===== config.mk =====
export PLATFORM = sky130hd
export DESIGN_NAME = space_charge_ctl
export DESIGN_NICKNAME = d
export VERILOG_FILES = /design/src/rtl/game_pkg.sv /design/src/rtl/tick_gen.sv /design/src/rtl/space_charge_ctl.sv
export SDC_FILE = /design/constraint.sdc
export NUM_CORES = 1
export LEC_CHECK = 0
export BUFFER_PORTS_ARGS = -buffer_cell sky130_fd_sc_hd__buf_2
export CAP_MARGIN = 20
export CELL_PAD_IN_SITES_DETAIL_PLACEMENT = 1
export CELL_PAD_IN_SITES_GLOBAL_PLACEMENT = 1
export CORE_MARGIN = 2
export CORE_UTILIZATION = 46
export DETAILED_ROUTE_END_ITERATION = 8
export PLACE_DENSITY = 0.8
export SLEW_MARGIN = 20
export SYNTH_ARGS = -nofsm -noshare
export SYNTH_HDL_FRONTEND = slang
export SYNTH_SLANG_ARGS = --single-unit

===== constraint.sdc =====
create_clock -name clk -period 5.1 [get_ports clk]
set_input_delay 1.02 -clock clk [delete_from_list [all_inputs] [get_ports clk]]
set_output_delay 1.02 -clock clk [all_outputs]
set_load 0.05 [all_outputs]

===== src/rtl/game_pkg.sv =====
// Shared keycodes, charge FSM states and power constants for the throw path.
package game_pkg;

    localparam logic [7:0] KEY_SPACE = 8'h29;
    localparam logic [7:0] KEY_BREAK = 8'hF0;

    localparam int unsigned MAX_POWER = 255;
    localparam int unsigned MIN_POWER = 8;

    localparam int unsigned TICK_DIV_DEFAULT        = 254_902;
    localparam int unsigned COOLDOWN_CYCLES_DEFAULT = 6_500_000;

    typedef enum logic [1:0] {
        IDLE,
        CHARGE,
        FIRE,
        COOLDOWN
    } charge_state_t;

    // Raise a released power value to the minimum throw strength.
    function automatic logic [7:0] floor_power(input logic [7:0] p, input logic [7:0] min_p);
        return (p < min_p) ? min_p : p;
    endfunction

endpackage


===== src/rtl/tick_gen.sv =====
// Charge-rate divider: pulses tick once every DIV cycles while clr is low.
module tick_gen #(
    parameter int unsigned DIV = 4
) (
    input  logic clk,
    input  logic rst,
    input  logic clr,
    output logic tick
);

    localparam int unsigned CW = (DIV > 1) ? $clog2(DIV) : 1;

    logic [CW-1:0] cnt_q;
    logic [CW-1:0] cnt_d;

    assign tick = (cnt_q == CW'(DIV - 1));

    // Count 0..DIV-1, wrapping on tick; held at zero while cleared.
    always_comb begin
        cnt_d = cnt_q;
        if (clr) begin
            cnt_d = '0;
        end else if (tick) begin
            cnt_d = '0;
        end else begin
            cnt_d = cnt_q + CW'(1);
        end
    end

    // Counter register with synchronous active-low reset.
    always_ff @(posedge clk) begin
        if (!rst) begin
            cnt_q <= '0;
        end else begin
            cnt_q <= cnt_d;
        end
    end

endmodule


===== src/rtl/space_charge_ctl.sv =====
// SPACE-key charge controller: hold to build power, release to throw.
module space_charge_ctl
    import game_pkg::*;
#(
    parameter int unsigned TICK_DIV        = game_pkg::TICK_DIV_DEFAULT,
    parameter int unsigned MAX_POWER       = game_pkg::MAX_POWER,
    parameter int unsigned MIN_POWER       = game_pkg::MIN_POWER,
    parameter int unsigned COOLDOWN_CYCLES = game_pkg::COOLDOWN_CYCLES_DEFAULT
) (
    input  logic        clk,
    input  logic        rst,
    input  logic [15:0] keycode,
    input  logic        key_valid,
    input  logic        enable,
    output logic        charging,
    output logic [7:0]  power_level,
    output logic        throw_trigger,
    output logic [7:0]  throw_power,
    output logic        busy
);

    localparam int unsigned CDW = $clog2(COOLDOWN_CYCLES + 1);

    charge_state_t state_q, state_d;
    logic [7:0]     power_q, power_d;
    logic [7:0]     throw_power_q, throw_power_d;
    logic [CDW-1:0] cool_q, cool_d;
    logic           charging_q, charging_d;
    logic           trig_q, trig_d;
    logic           busy_q, busy_d;

    logic       tick;
    logic       tick_clr;
    logic       is_make;
    logic       is_break;
    logic [7:0] power_inc;

    assign tick_clr = (state_q != CHARGE);

    tick_gen #(
        .DIV (TICK_DIV)
    ) u_tick_gen (
        .clk  (clk),
        .rst  (rst),
        .clr  (tick_clr),
        .tick (tick)
    );

    // Keycode decode; a make preceded by F0 is a break, not a repeat.
    assign is_make  = key_valid && (keycode[7:0] == KEY_SPACE) && (keycode[15:8] != KEY_BREAK);
    assign is_break = key_valid && (keycode == {KEY_BREAK, KEY_SPACE});

    // Power after this cycle's tick, saturating at MAX_POWER.
    assign power_inc = (tick && (power_q < 8'(MAX_POWER))) ? power_q + 8'd1 : power_q;

    // Next-state and registered-output logic.
    always_comb begin
        state_d       = state_q;
        power_d       = power_q;
        throw_power_d = throw_power_q;
        cool_d        = cool_q;
        case (state_q)
            IDLE: begin
                if (is_make && enable) begin
                    state_d = CHARGE;
                    power_d = 8'd0;
                end
            end
            CHARGE: begin
                if (!enable) begin
                    state_d = IDLE;
                    power_d = 8'd0;
                end else if (is_break) begin
                    state_d       = FIRE;
                    power_d       = power_inc;
                    throw_power_d = floor_power(power_inc, 8'(MIN_POWER));
                end else begin
                    power_d = power_inc;
                end
            end
            FIRE: begin
                state_d = COOLDOWN;
                power_d = 8'd0;
                cool_d  = '0;
            end
            COOLDOWN: begin
                if (cool_q == CDW'(COOLDOWN_CYCLES - 1)) begin
                    state_d = IDLE;
                    cool_d  = '0;
                end else begin
                    cool_d = cool_q + CDW'(1);
                end
            end
            default: begin
                state_d = IDLE;
                power_d = 8'd0;
                cool_d  = '0;
            end
        endcase
        charging_d = (state_d == CHARGE);
        trig_d     = (state_d == FIRE);
        busy_d     = (state_d != IDLE);
    end

    // State, counters and outputs; reset aborts any charge without a trigger.
    always_ff @(posedge clk) begin
        if (!rst) begin
            state_q       <= IDLE;
            power_q       <= 8'd0;
            throw_power_q <= 8'd0;
            cool_q        <= '0;
            charging_q    <= 1'b0;
            trig_q        <= 1'b0;
            busy_q        <= 1'b0;
        end else begin
            state_q       <= state_d;
            power_q       <= power_d;
            throw_power_q <= throw_power_d;
            cool_q        <= cool_d;
            charging_q    <= charging_d;
            trig_q        <= trig_d;
            busy_q        <= busy_d;
        end
    end

    assign charging      = charging_q;
    assign power_level   = power_q;
    assign throw_trigger = trig_q;
    assign throw_power   = throw_power_q;
    assign busy          = busy_q;

endmodule


== After elaboration in Yosys (flattened, before gate mapping) ==
Index checks and enable logic that the tools add are counted.
Cells by class
  $add $sub $neg: 3
  order comparisons: 2
  equal/unequal tests: 12
  mux-type cells: 12
  bitwise operators: 1
  reduce and logical (&&, ||, !) cells: 12
Operator list (number)
  $pmux 23 s2: 1
  $mux 8: 4
  $pmux 8 s3: 1
  $add 23x1->23 const B: 1
  $eq 23x23->1 const B: 1
  $mux 23: 1
  $add 18x1->18 const B: 1
  $eq 18x18->1 const B: 1
  $eq 16x16->1 const B: 1
  $add 8x1->8 const B: 1
  $eq 8x6->1 const B: 1
  $lt 8x4->1 const B: 1
  $lt 8x8->1 const B: 1
  $mux 2: 4
  $ne 8x8->1 const B: 1
  $pmux 2 s4: 1
  $eq 2x2->1 const B: 3
  $logic_and 1x1->1: 5
  $eq 2x1->1 const B: 2
  $reduce_bool 2->1: 2
  $reduce_and 3->1: 1
  $reduce_bool 3->1: 1
  $reduce_or 3->1: 1
  $logic_not 2->1: 1
  4 further kinds: 4
Word-level totals
  register bits: 62
  bits of input ports: 20
  logic and storage cells: 50

== Logic depth before layout (Yosys ltp) ==
  depth in word-level cells: 7
  depth in mapped cells: 9
  depth with buffers taken out: 8

== Hierarchy ==
Synthesis repeated with hierarchy kept, for this count alone.
Second synthesis, totals
  cells, all modules: 390
  area, all modules: 3258.1 um^2
Modules (own cells, without submodules)
  space_charge_ctl: instances 1, cells each 291, area an instance 2382.3 um^2, seq. area each 880.8 um^2
  tick_gen: instances 1, cells each 99, area an instance 875.8 um^2, seq. area each 360.3 um^2

== Worst setup path before layout ==
No wires, ideal clock.
  path type: in2reg
  start: in keycode[9]
  end: reg throw_power_q[5] (netlist: throw_power[5])
  library setup time: 70 ps
  arrival time: 2501 ps
  data required time: 5030 ps
  slack: 2529 ps
  cell stages on the path: 7
  path through: or4_1 > nor2_1 > and3_1 > clkbuf_1 > clkbuf_1 > o21ai_0 > a21oi_1
Between the ends
  longest elaborated chain between the ends: 3
Ends and longest elaborated chain
  start, declared: RTL line space_charge_ctl.sv:12  | input logic [15:0] keycode,
  $eq 16x16->1: RTL line space_charge_ctl.sv:51  | assign is_break = key_valid && (keycode == {KEY_BREAK, KEY_SPACE});
  $logic_and 1x1->1: RTL line space_charge_ctl.sv:51
  $reduce_and 3->1 (no line)
  end signal, assigned: RTL line space_charge_ctl.sv:118  | throw_power_q <= throw_power_d;
  end, declared: RTL line space_charge_ctl.sv:26  | logic [7:0] throw_power_q, throw_power_d;
No other way between the ends.
A chain may end at the register's enable or synchronous reset.

== Final worst setup path ==
  start: reg u_tick_gen.cnt_q[0]
  end: reg throw_power_q[2] (netlist: throw_power[2])
Between the ends
  longest elaborated chain between the ends: 5
Ends and longest elaborated chain
  start, declared: RTL line tick_gen.sv:13  | logic [CW-1:0] cnt_q;
  start signal, assigned: RTL line tick_gen.sv:35  | cnt_q <= cnt_d;
  $eq 18x18->1 *: RTL line tick_gen.sv:16  | assign tick = (cnt_q == CW'(DIV - 1));
  $logic_and 1x1->1 *: RTL line space_charge_ctl.sv:54  | assign power_inc = (tick && (power_q < 8'(MAX_POWER))) ? power_q + 8'd1 : power_q;
  $mux 8 *: RTL line space_charge_ctl.sv:54
  $lt 8x4->1: RTL line game_pkg.sv:22  | return (p < min_p) ? min_p : p;
  $mux 8 *: RTL line game_pkg.sv:22
Every way passes the cells marked *; elsewhere a longest branch is shown, timed or not.

==> impl_metrics.tcl <==
set metrics [dict create \
    use_met1_pct 31.2 \
    reg2reg_to "throw_power[2]$_SDFFE_PN0P_" \
    max_slew_margin_pct 31.3 \
    cpPeakStageDelay_ns 0.58 \
    fin_area_um2 3520 \
    synth_top_family_by_area "simple AND/OR/NAND/NOR gates" \
    die_area_um2 7440 \
    use_met3_pct 3.43 \
    dp.cells 471 \
    cts-root-buf "clkbuf_8" \
    final-hold-violation-count 0 \
    finalClockSkew_ns 0.00560 \
    place_area_um2 3340 \
    clk_pin_slew_ns 0.06 \
    critPathRequiredTime_ns 5.30 \
    rows 29 \
    status "finished clean" \
    clock.fmax_mhz 381 \
    crit_fanout 6 \
    synth_fa_ha_area_share_pct 1.61 \
    antenna_cells 0 \
    holdWs_ns 0.469 \
    yosysTopAreaCell "dfxtp_1" \
    hold_depth 2 \
    ant_nets 0 \
    core_area_um2 6460 \
    synth_cell_type_count 56 \
    maxCapViolations 0 \
    areaGrowthSynthToFinish_pct 13.2 \
    wl_mm 8.03 \
    dr_total_vias 2874 \
    postLayoutCoreUtil_pct 54.6 \
    drt_iter0_drc 116 \
    synthArstFlopShare_pct 0 \
    yosys.area.top_type_share_pct 39.9 \
    busiest_layer "met2" \
    clk_path_buf_depth 2 \
    firstDrtPassIters 5 \
    synth_compound_area_share_pct 17.5 \
    grt_antenna_before_repair 0 \
    yosys_warnings 0 \
    synthesis.area_um2 3110 \
    r2r_slack_ns 2.47 \
    place_congestion 0.746 \
    cts_hold_buf 0 \
    syn_inst 374 \
    gr-total-overflow 0 \
    period_share_pct 51.5 \
    ys_seq_area_share_pct 39.9 \
    syn-mean-instance-area_um2 8.32 \
    worst_slew_pin_slew_ns 1.03 \
    grt_setup_unrepaired "false" \
    synthSimpleGateAreaFrac_pct 30.8 \
    period_needed_ns 2.63 \
    path_cells "ha_1 -> nand4_1 -> or4_1 -> nor3_1 -> mux2_2 -> nor3b_1 -> o32ai_1" \
    drive_gt1_share_pct 16.1 \
    finalSetupViolations 0 \
    cts_tree "yes" \
    worstReg2RegStart "u_tick_gen.cnt_q[0]$_SDFF_PP0_" \
    die_w_um 86.3 \
    hpwlAfterDp_mm 5.50 \
    startpoint_type "flop" \
    r2r.worst_path.cells 7 \
    via_per_inst 5.91 \
    htree_levels 3 \
    startpoint "u_tick_gen.cnt_q[0]$_SDFF_PP0_" \
    hold_end "throw_power[0]$_SDFFE_PN0P_" \
    post_cts_buffers 0 \
    yosys-top-cells-area "dfxtp_1 (40%), nor2_1 (5.1%), nand2_1 (4.1%), and3_1 (3.4%), a21oi_1 (3.4%)" \
    fillers 809 \
    min_path_type "reg -> reg" \
    initial_core_util_pct 48.2 \
    grt_util_met2_pct 37.5 \
    die_y_um 86.3 \
    grt_pass1_vias 2891 \
    io_buffers 38 \
    p_leak_nw 1.26 \
    worstHoldStart "throw_power[0]$_SDFFE_PN0P_" \
    cts.sinks 62 \
    seq_area_um2 1240 \
    cp.arrival_ns 2.82 \
    synth_xor_xnor_area_share_pct 5.35 \
    post_cts_resized 0 \
    clk_latency_ns 0.34 \
    slew_viol_final 0 \
    synth_fp_nets 398 \
    setup_tns_ns 0 \
    cts_made_buffers 9 \
    critPathSlowestCell "or4_1" \
    power.density_nw_per_um2 259 \
    synthMuxAreaShare_pct 1.69 \
    wl_per_cell_um 16.5 \
    ys_ff_latch 62 \
    drc 0 \
    grtUsageTotal_pct 23.2 \
    nets 429 \
    crit_path_end_kind "flop" \
    synth-edff-count 0 \
    max-vdd-ir-drop_uv 155 \
    boundaryPins 39 \
    grt_max_degree 38 \
    layoutNonFillerInstCount 486 \
    criticalPathCategory "reg -> reg" \
    synthFlopType "dfxtp_1" \
    grt_pass1_wl_mm 13.7 \
    multi_input_area_um2 1770 \
]
-- cell usage in the layout (no fill, tap or decap), types with 3 or more instances in the layout --
master,n
o21ai_0,17
buf_2,38
a31oi_1,3
xnor2_1,9
and3_1,17
inv_1,5
nand2_1,34
and4_1,4
nand4_1,7
nor4_1,3
clkbuf_8,13
mux2i_1,3
nand3_1,20
nor2_1,42
o32ai_1,3
o21a_1,3
nor3b_1,5
and2_1,5
xor2_1,10
a41oi_1,7
a21oi_1,21
nand2b_1,3
or3_1,7
ha_1,4
nor3_1,11
dfxtp_1,62
a311oi_1,10
-- metal layers --
layer / up-vias / share of wire, %
met5: - / 0
met4: 0 / 2.1
met3: 13 / 3.1
met2: 48 / 46
met1: 1372 / 49
li1: 1441 / -
-- per-stage QoR --
step / total power (W) / setup slack, ns
floorplan: 0.000501 / 2.53
detailed placement: 0.000511 / 2.12
CTS: 0.000918 / 2.47
global placement: 0.000510 / 2.21
finish: 0.000911 / 2.47
global route: 0.000935 / 2.30
-- final cells by class --
class	count	area share (%)
clock buffer	15	5.29
tap	77	2.73
multi-input combinational	286	50.3
inverter	6	0.639
sequential	62	35.2
timing repair buffer	40	5.82
-- registers in the layout (all words and copies together) (netlist names) --
name	cells
cool_q	23
u_tick_gen.cnt_q	18
power_level	8
throw_power	8
state_q	2
busy	1
charging	1
throw_trigger	1
-- power by group --
group | internal (W) | total (W) | leakage, nW | switching, W
logic | 0.00000624 | 0.0000153 | 0.668 | 0.00000907
clock network | 0.000228 | 0.000412 | 0.0958 | 0.000184
registers | 0.000484 | 0.000484 | 0.499 | 0.0000000203
-- kinds of logic (layout without fill, tap and decap cells) --
family	after synthesis	in the layout
muxes	5	5
xor gates and xnor gates	19	19
DFF	62	62
buffers and inverters	26	61
AOI/OAI and AO/OA	81	81
and+or+nand+nor	177	177
adders and majority gates	4	4
-- cell usage after synthesis, drive strengths merged, types with 4 or more instances --
library cell	count
dfxtp	62
nor2	42
nand2	35
a21oi	21
nand3	20
o21ai	18
and3	17
clkbuf	17
nor3	11
a311oi	10
xor2	10
xnor2	9
or3	8
a41oi	7
nand4	7
and2	6
inv	6
nor3b	5
and4	4
ha	4
nor4	4
-- worst max-delay path: cells and delay by family, from the launching register on --
kind                       cells  cell delay (ns)
and+or+nand+nor                4             1.30
DFF                            1             0.41
muxes                          1             0.41
adders and majority gates      1             0.20
AOI/OAI and AO/OA              1             0.15
-- how the worst max path moves through the flow --
stage	endpoint	slack (ns)	depth (start not counted)
final	throw_power[2]$_SDFFE_PN0P_	2.47	7
after global routing	throw_power[2]$_SDFFE_PN0P_	2.30	7
after CTS	throw_power[2]$_SDFFE_PN0P_	2.47	6
after detailed placement	throw_power[2]$_SDFFE_PN0P_	2.12	6
after global placement	throw_power[1]$_SDFFE_PN0P_	2.21	6
after floorplan	throw_power[5]$_SDFFE_PN0P_	2.53	7
(Power assumes the default switching activity.)
